$ cat src/rtl/mac_pkg.sv
// Shared constants for the 3x3 sharpen multiply-accumulate: default widths,
// the sharpen kernel, window indexing and the accumulator-width rule.
package mac_pkg;

  localparam int DATA_WIDTH_DEF = 8;
  localparam int COEF_WIDTH_DEF = 4;

  // Window indexing, raster order: i = row*3 + col.
  localparam int TAPS         = 9;
  localparam int TOP_LEFT     = 0;
  localparam int CENTRE       = 4;
  localparam int BOTTOM_RIGHT = 8;

  // Coefficient i sits at bits [i*4 +: 4]; the kernel {0,-1,0,-1,5,-1,0,-1,0}
  // is symmetric, so the packed hex reads the same from either end.
  localparam logic [TAPS*COEF_WIDTH_DEF-1:0] SHARPEN_KERNEL = 36'h0F0F5F0F0;

  // Nine products of a (DATA_WIDTH+1)-bit zero-extended pixel and a signed
  // coefficient never overflow this width.
  function automatic int acc_width(input int data_width, input int coef_width);
    return data_width + coef_width + 4;
  endfunction

endpackage

$ cat src/rtl/mac_sat.sv
// Combinational clamp of a signed accumulator to an unsigned pixel:
// negative -> 0, above the pixel range -> all ones, otherwise pass-through.
module mac_sat
  import mac_pkg::*;
#(
  parameter int DATA_WIDTH = DATA_WIDTH_DEF,
  parameter int ACC_WIDTH  = acc_width(DATA_WIDTH_DEF, COEF_WIDTH_DEF)
) (
  input  logic signed [ACC_WIDTH-1:0]  sum_i,
  output logic        [DATA_WIDTH-1:0] pix_o
);

  always_comb begin
    // NOTE: pix_o gets a default before any branch so no path leaves it
    // unassigned; otherwise synthesis infers a latch.
    pix_o = sum_i[DATA_WIDTH-1:0];
    if (sum_i[ACC_WIDTH-1]) begin
      pix_o = '0;
    end else if (|sum_i[ACC_WIDTH-2:DATA_WIDTH]) begin
      pix_o = '1;
    end
  end

endmodule

$ cat src/rtl/mac.sv
// Two-stage 3x3 convolution MAC: stage 1 registers nine signed products,
// stage 2 sums them through an adder tree, saturates and registers the pixel.
module mac
  import mac_pkg::*;
#(
  parameter int                        DATA_WIDTH = DATA_WIDTH_DEF,
  parameter int                        COEF_WIDTH = COEF_WIDTH_DEF,
  parameter logic [TAPS*COEF_WIDTH-1:0] KERNEL    = SHARPEN_KERNEL
) (
  input  logic                       clk,
  input  logic                       rst,
  input  logic [TAPS*DATA_WIDTH-1:0] inPixel,
  input  logic                       inPixelValid,
  output logic [DATA_WIDTH-1:0]      outPixel,
  output logic                       outPixelValid
);

  localparam int PROD_WIDTH = DATA_WIDTH + COEF_WIDTH + 1;
  localparam int ACC_WIDTH  = acc_width(DATA_WIDTH, COEF_WIDTH);

  logic signed [PROD_WIDTH-1:0] prod_d [TAPS];
  logic signed [PROD_WIDTH-1:0] prod_q [TAPS];
  logic                         valid1_q;

  logic signed [ACC_WIDTH-1:0]  prod_ext [TAPS];
  logic signed [ACC_WIDTH-1:0]  sum_l1   [4];
  logic signed [ACC_WIDTH-1:0]  sum_l2   [2];
  logic signed [ACC_WIDTH-1:0]  sum_d;

  logic [DATA_WIDTH-1:0]        sat_d;
  logic [DATA_WIDTH-1:0]        out_q;
  logic                         valid2_q;

  // Per-tap multiplier: the pixel gains a zero sign bit so it multiplies as
  // a non-negative signed value against the two's-complement coefficient.
  for (genvar i = 0; i < TAPS; i++) begin : g_tap
    logic signed [DATA_WIDTH:0]   pix_s;
    logic signed [COEF_WIDTH-1:0] coef_s;

    assign pix_s       = $signed({1'b0, inPixel[i*DATA_WIDTH +: DATA_WIDTH]});
    assign coef_s      = $signed(KERNEL[i*COEF_WIDTH +: COEF_WIDTH]);
    assign prod_d[i]   = PROD_WIDTH'(pix_s) * PROD_WIDTH'(coef_s);
    assign prod_ext[i] = ACC_WIDTH'(prod_q[i]);
  end

  always_ff @(posedge clk) begin
    if (!rst) begin
      // NOTE: the product bank is a small register array, not a RAM, so it
      // is cleared in reset like any other pipeline flop.
      for (int i = 0; i < TAPS; i++) begin
        prod_q[i] <= '0;
      end
      valid1_q <= 1'b0;
    end else begin
      // NOTE: non-blocking assignments keep every flop sampling pre-edge
      // values, independent of statement order.
      valid1_q <= inPixelValid;
      if (inPixelValid) begin
        for (int i = 0; i < TAPS; i++) begin
          prod_q[i] <= prod_d[i];
        end
      end
    end
  end

  // Balanced tree: four pair sums, two quad sums, then the odd ninth tap.
  for (genvar j = 0; j < 4; j++) begin : g_l1
    assign sum_l1[j] = prod_ext[2*j] + prod_ext[2*j+1];
  end

  assign sum_l2[0] = sum_l1[0] + sum_l1[1];
  assign sum_l2[1] = sum_l1[2] + sum_l1[3];
  assign sum_d     = sum_l2[0] + sum_l2[1] + prod_ext[TAPS-1];

  mac_sat #(
    .DATA_WIDTH (DATA_WIDTH),
    .ACC_WIDTH  (ACC_WIDTH)
  ) u_sat (
    .sum_i (sum_d),
    .pix_o (sat_d)
  );

  always_ff @(posedge clk) begin
    if (!rst) begin
      out_q    <= '0;
      valid2_q <= 1'b0;
    end else begin
      valid2_q <= valid1_q;
      if (valid1_q) begin
        out_q <= sat_d;
      end
    end
  end

  assign outPixel      = out_q;
  assign outPixelValid = valid2_q;

endmodule

$ cat config.mk
export PLATFORM = sky130hd
export DESIGN_NAME = mac
export DESIGN_NICKNAME = d
export VERILOG_FILES = /design/src/rtl/mac_pkg.sv /design/src/rtl/mac_sat.sv /design/src/rtl/mac.sv
export SDC_FILE = /design/constraint.sdc
export NUM_CORES = 1
export LEC_CHECK = 0
export ABC_CLOCK_PERIOD_IN_PS = 4800
export CAP_MARGIN = 30
export CORE_UTILIZATION = 45
export DETAILED_ROUTE_END_ITERATION = 10
export GPL_TIMING_DRIVEN = 0
export PLACE_DENSITY_LB_ADDON = 0.05
export SYNTH_ARGS = -nofsm -noshare
export SYNTH_HDL_FRONTEND = slang
export SYNTH_SLANG_ARGS = --single-unit
$ cat constraint.sdc
create_clock -name clk -period 4.8 [get_ports clk]
set_input_delay 0.96 -clock clk [delete_from_list [all_inputs] [get_ports clk]]
set_output_delay 0.96 -clock clk [all_outputs]
set_load 0.1 [all_outputs]
==> results.json <==
{
  "status": "finished, final reports clean",
  "cts_tree": "built",
  "synth-seq-area-share_pct": 39.37,
  "met1_usage_pct": 23.41,
  "area_growth_syn_to_layout_pct": 16.99,
  "grtUsageTotal_pct": 19.12,
  "die_x_um": 107.5,
  "r2r_slack_ns": 0.23,
  "first_iter_violations": 145,
  "r2r_cells": 15,
  "antenna_cells": 0,
  "switchingPower_uw": 1216,
  "pwr-share-clk_pct": 14.5,
  "grt.met2_usage_pct": 32.88,
  "cts_hold_buffers": 0,
  "critPathBufInv": 3,
  "skew_ns": 0.008070,
  "final_area_um2": 5859,
  "synthTopCellsByArea": "edfxtp_1 (35%), fa_1 (15%), ha_1 (9.0%)",
  "cp.required_ns": 5.10,
  "power_density_nw_per_um2": 472.5,
  "critPathLaunchType": "flip-flop",
  "ys.flop_type": "edfxtp_1",
  "cts_sinks": 69,
  "critical_path.max_stage_delay_ns": 0.59,
  "drc": 0,
  "drive_above_1_share_pct": 3.663,
  "io_pins": 84,
  "syn_area_per_cell_um2": 10.46,
  "synth.distinct_cells": 47,
  "tightestPinTransition_ns": 0.9759,
  "die_area_um2": 11560,
  "rsz0062_at_grt": "no",
  "placed_area_um2": 5702,
  "p_seq_share_pct": 27.1,
  "synth_edf_count": 59,
  "ctsResizeCount": 0,
  "use_met3_pct": 3.329,
  "overflow": 0,
  "hold_start": "outPixel[5]",
  "cpMostUsedCell": "fa_1",
  "num_vias": 3482,
  "postLayoutCoreUtil_pct": 54.05,
  "place_hpwl_um": 8083,
  "crit_type": "flip-flop to flip-flop",
  "drt_wl_total_um": 10130,
  "grt_max_degree": 60,
  "fmax_mhz": 218.9,
  "ir_drop_v": 0.0002445,
  "post-synth-top-area-cell": "edfxtp_1",
  "clk_latency_ns": 0.35,
  "r2r-end": "outPixel[1]",
  "arrival_ns": 4.87,
  "ant_nets": 0,
  "core_um2": 10840,
  "rr_startpoint": "prod_q[0][40]",
  "start_util_pct": 46.20,
  "grt_pass1_wl_um": 16500,
  "async_flop_share_pct": 0,
  "cts_setup_buffers": 0,
  "endpoint_kind": "flip-flop",
  "p_int_uw": 1553,
  "post-place-cells": 670,
  "p_sw_share_pct": 43.91,
  "slew_viol_final": 0,
  "finalCritPeriodShare_pct": 95.18,
  "hp-class": "flip-flop to flip-flop",
  "htreeDepth": 3,
  "grt.busiest_layer": "met2",
  "crit_chain": "inv_1 -> fa_1 -> fa_1 -> fa_1 -> inv_1 -> ha_1 -> inv_1 -> fa_1 -> nor2b_1 -> o2111ai_2 -> nand3b_2 -> o311a_1 -> a311oi_2 -> mux2i_1 -> o221a_1",
  "leakagePower_uw": 0.002594,
  "holdPathEnd": "outPixel[5]",
  "slowest_stage": "mux2i_1",
  "routabilityCongestion": 0.7800,
  "synth-warning-count": 0,
  "cts_buffer_depth": 2,
  "fin_crit_ns": 4.569,
  "fin_nets": 690,
  "yosysTopAreaCellShare_pct": 35.37,
  "finalHoldViolations": 0,
  "cts_made_buffers": 9,
  "hold_depth": 2,
  "syn_area_um2": 5009,
  "core.rowCount": 38,
  "postSynthCellCount": 479,
  "relSlewSlack_pct": 34.34,
  "dieHeight_um": 107.5,
  "grt_pass1_vias": 3571,
  "io_buffers": 51,
  "syn-num-nets": 628,
  "setup_violations": 0,
  "crit_family": "adder cells",
  "antenna_found_initial": 0,
  "fillCellCount": 993,
  "root_buffer": "clkbuf_8",
  "synth_seq_cells": 69,
  "instances_no_fill": 686,
  "pwr-share-comb_pct": 58.4,
  "drv_cap": 0,
  "setup_tns_ns": 0,
  "routed_via_density": 5.076,
  "wl_per_cell_um": 14.76,
  "cp_max_fo": 8,
  "drt_pre_antenna_iters": 4,
  "path_clk_slew_ns": 0.08
}
-- cells by family after synthesis --
group	Yosys count	share of synthesized area [%]
multiplexers	1	0.1999
XOR/XNOR	30	5.246
adder cells (fa/ha/maj)	74	24.18
AND/OR/NAND/NOR	149	14.69
flip-flops	69	39.37
buffers and inverters	95	7.120
AO/OA/AOI/OAI	61	9.193
-- cells in the mapped netlist, drive strengths merged (2+ instances only) --
cell	n
buf	3
nand2b	11
nand4	3
and3	9
clkbuf	8
edfxtp	59
a21o	8
dfxtp	10
nor3	11
or4	4
nor2b	11
nor4	4
nand3b	4
and2	5
o2111ai	2
o211ai	3
o21ai	6
nand2	22
xor2	16
fa	38
nor2	59
ha	36
nand3	2
a31oi	6
a211oi	3
a311oi	2
a21oi	14
xnor2	14
o221a	8
nor3b	2
or2	2
inv	84
-- placed cells by master (no fill, tap or decap), types with 3 or more instances in the layout --
cell and n:
nor3_1 11, nor2_1 59, buf_1 3, a21oi_1 14
clkdlybuf4s50_1 51, xor2_1 16, nand2_1 22, and2_1 5
and3_1 9, nor4_1 4, nor2b_1 11, clkbuf_8 9
nand2b_1 10, a31oi_1 6, ha_1 36, clkinv_2 3
or4_1 4, edfxtp_1 59, a211oi_1 3, o221a_1 8
a21o_1 8, xnor2_1 14, fa_1 38, clkbuf_1 9
o211ai_1 3, inv_1 84, nand3b_1 3, dfxtp_1 10
o21ai_0 4
-- metrics by stage --
stage / power (uW) / hold slack, ns / setup WS, ns
floorplan: 2021 / 0.6674 / 0.6657
global placement: 2345 / 0.6773 / 0.2619
detailed placement: 2379 / 0.6785 / 0.2096
CTS: 2785 / 0.7031 / 0.1927
global route: 3009 / 0.7353 / 0.001740
finish: 2769 / 0.6982 / 0.2313
-- worst reg2reg max path, cell delays in order, from the launching register on --
cell       delay, ns
edfxtp_1        0.37
inv_1           0.08
fa_1            0.46
fa_1            0.53
fa_1            0.52
inv_1           0.04
ha_1            0.21
inv_1           0.07
fa_1            0.20
nor2b_1         0.07
o2111ai_2       0.22
nand3b_2        0.15
o311a_1         0.35
a311oi_2        0.36
mux2i_1         0.59
o221a_1         0.28
-- how the worst max path moves through the flow --
stage,start,to,slack [ns],cells past startpoint
final,prod_q[0][40],outPixel[1],0.23,15
after global routing,prod_q[0][40],outPixel[6],0.002,15
after CTS,prod_q[0][40],outPixel[1],0.19,15
after detailed placement,prod_q[0][40],outPixel[1],0.21,15
after global placement,prod_q[0][55],outPixel[0],0.26,15
after floorplan,prod_q[0][55],outPixel[0],0.67,15
-- flip-flops by register name, summed over array words and instances (netlist names) --
register / cells
valid1_q: 1
outPixelValid: 1
prod_q: 59
outPixel: 8
-- per-layer routing --
layer	vias up	part of all wire [%]
met5	-	0
met2	87	49
met4	0	2.3
li1	1731	-
met1	1642	45
met3	22	3.9
-- area by class of cell --
cell class,instances,area (um2),share of cell area [%]
buffer,11,41.29,0.7047
clock buffer,10,127.6,2.178
clock inverter,6,30.03,0.5125
inverter,84,315.3,5.381
multi-input combinational,315,2688,45.87
sequential,69,1972,33.65
tap,140,175.2,2.990
timing repair buffer,51,510.5,8.712
-- power by group through the flow --
stage                     Sequential, uW  Combinational [uW]  Clock, uW
after global routing                 758                1820        435
after floorplan                      885                1140          0
after CTS                            751                1630        408
after detailed placement             764                1620          0
final                                749                1620        401
after global placement               762                1580          0
Power figures use the tool's default switching activity.
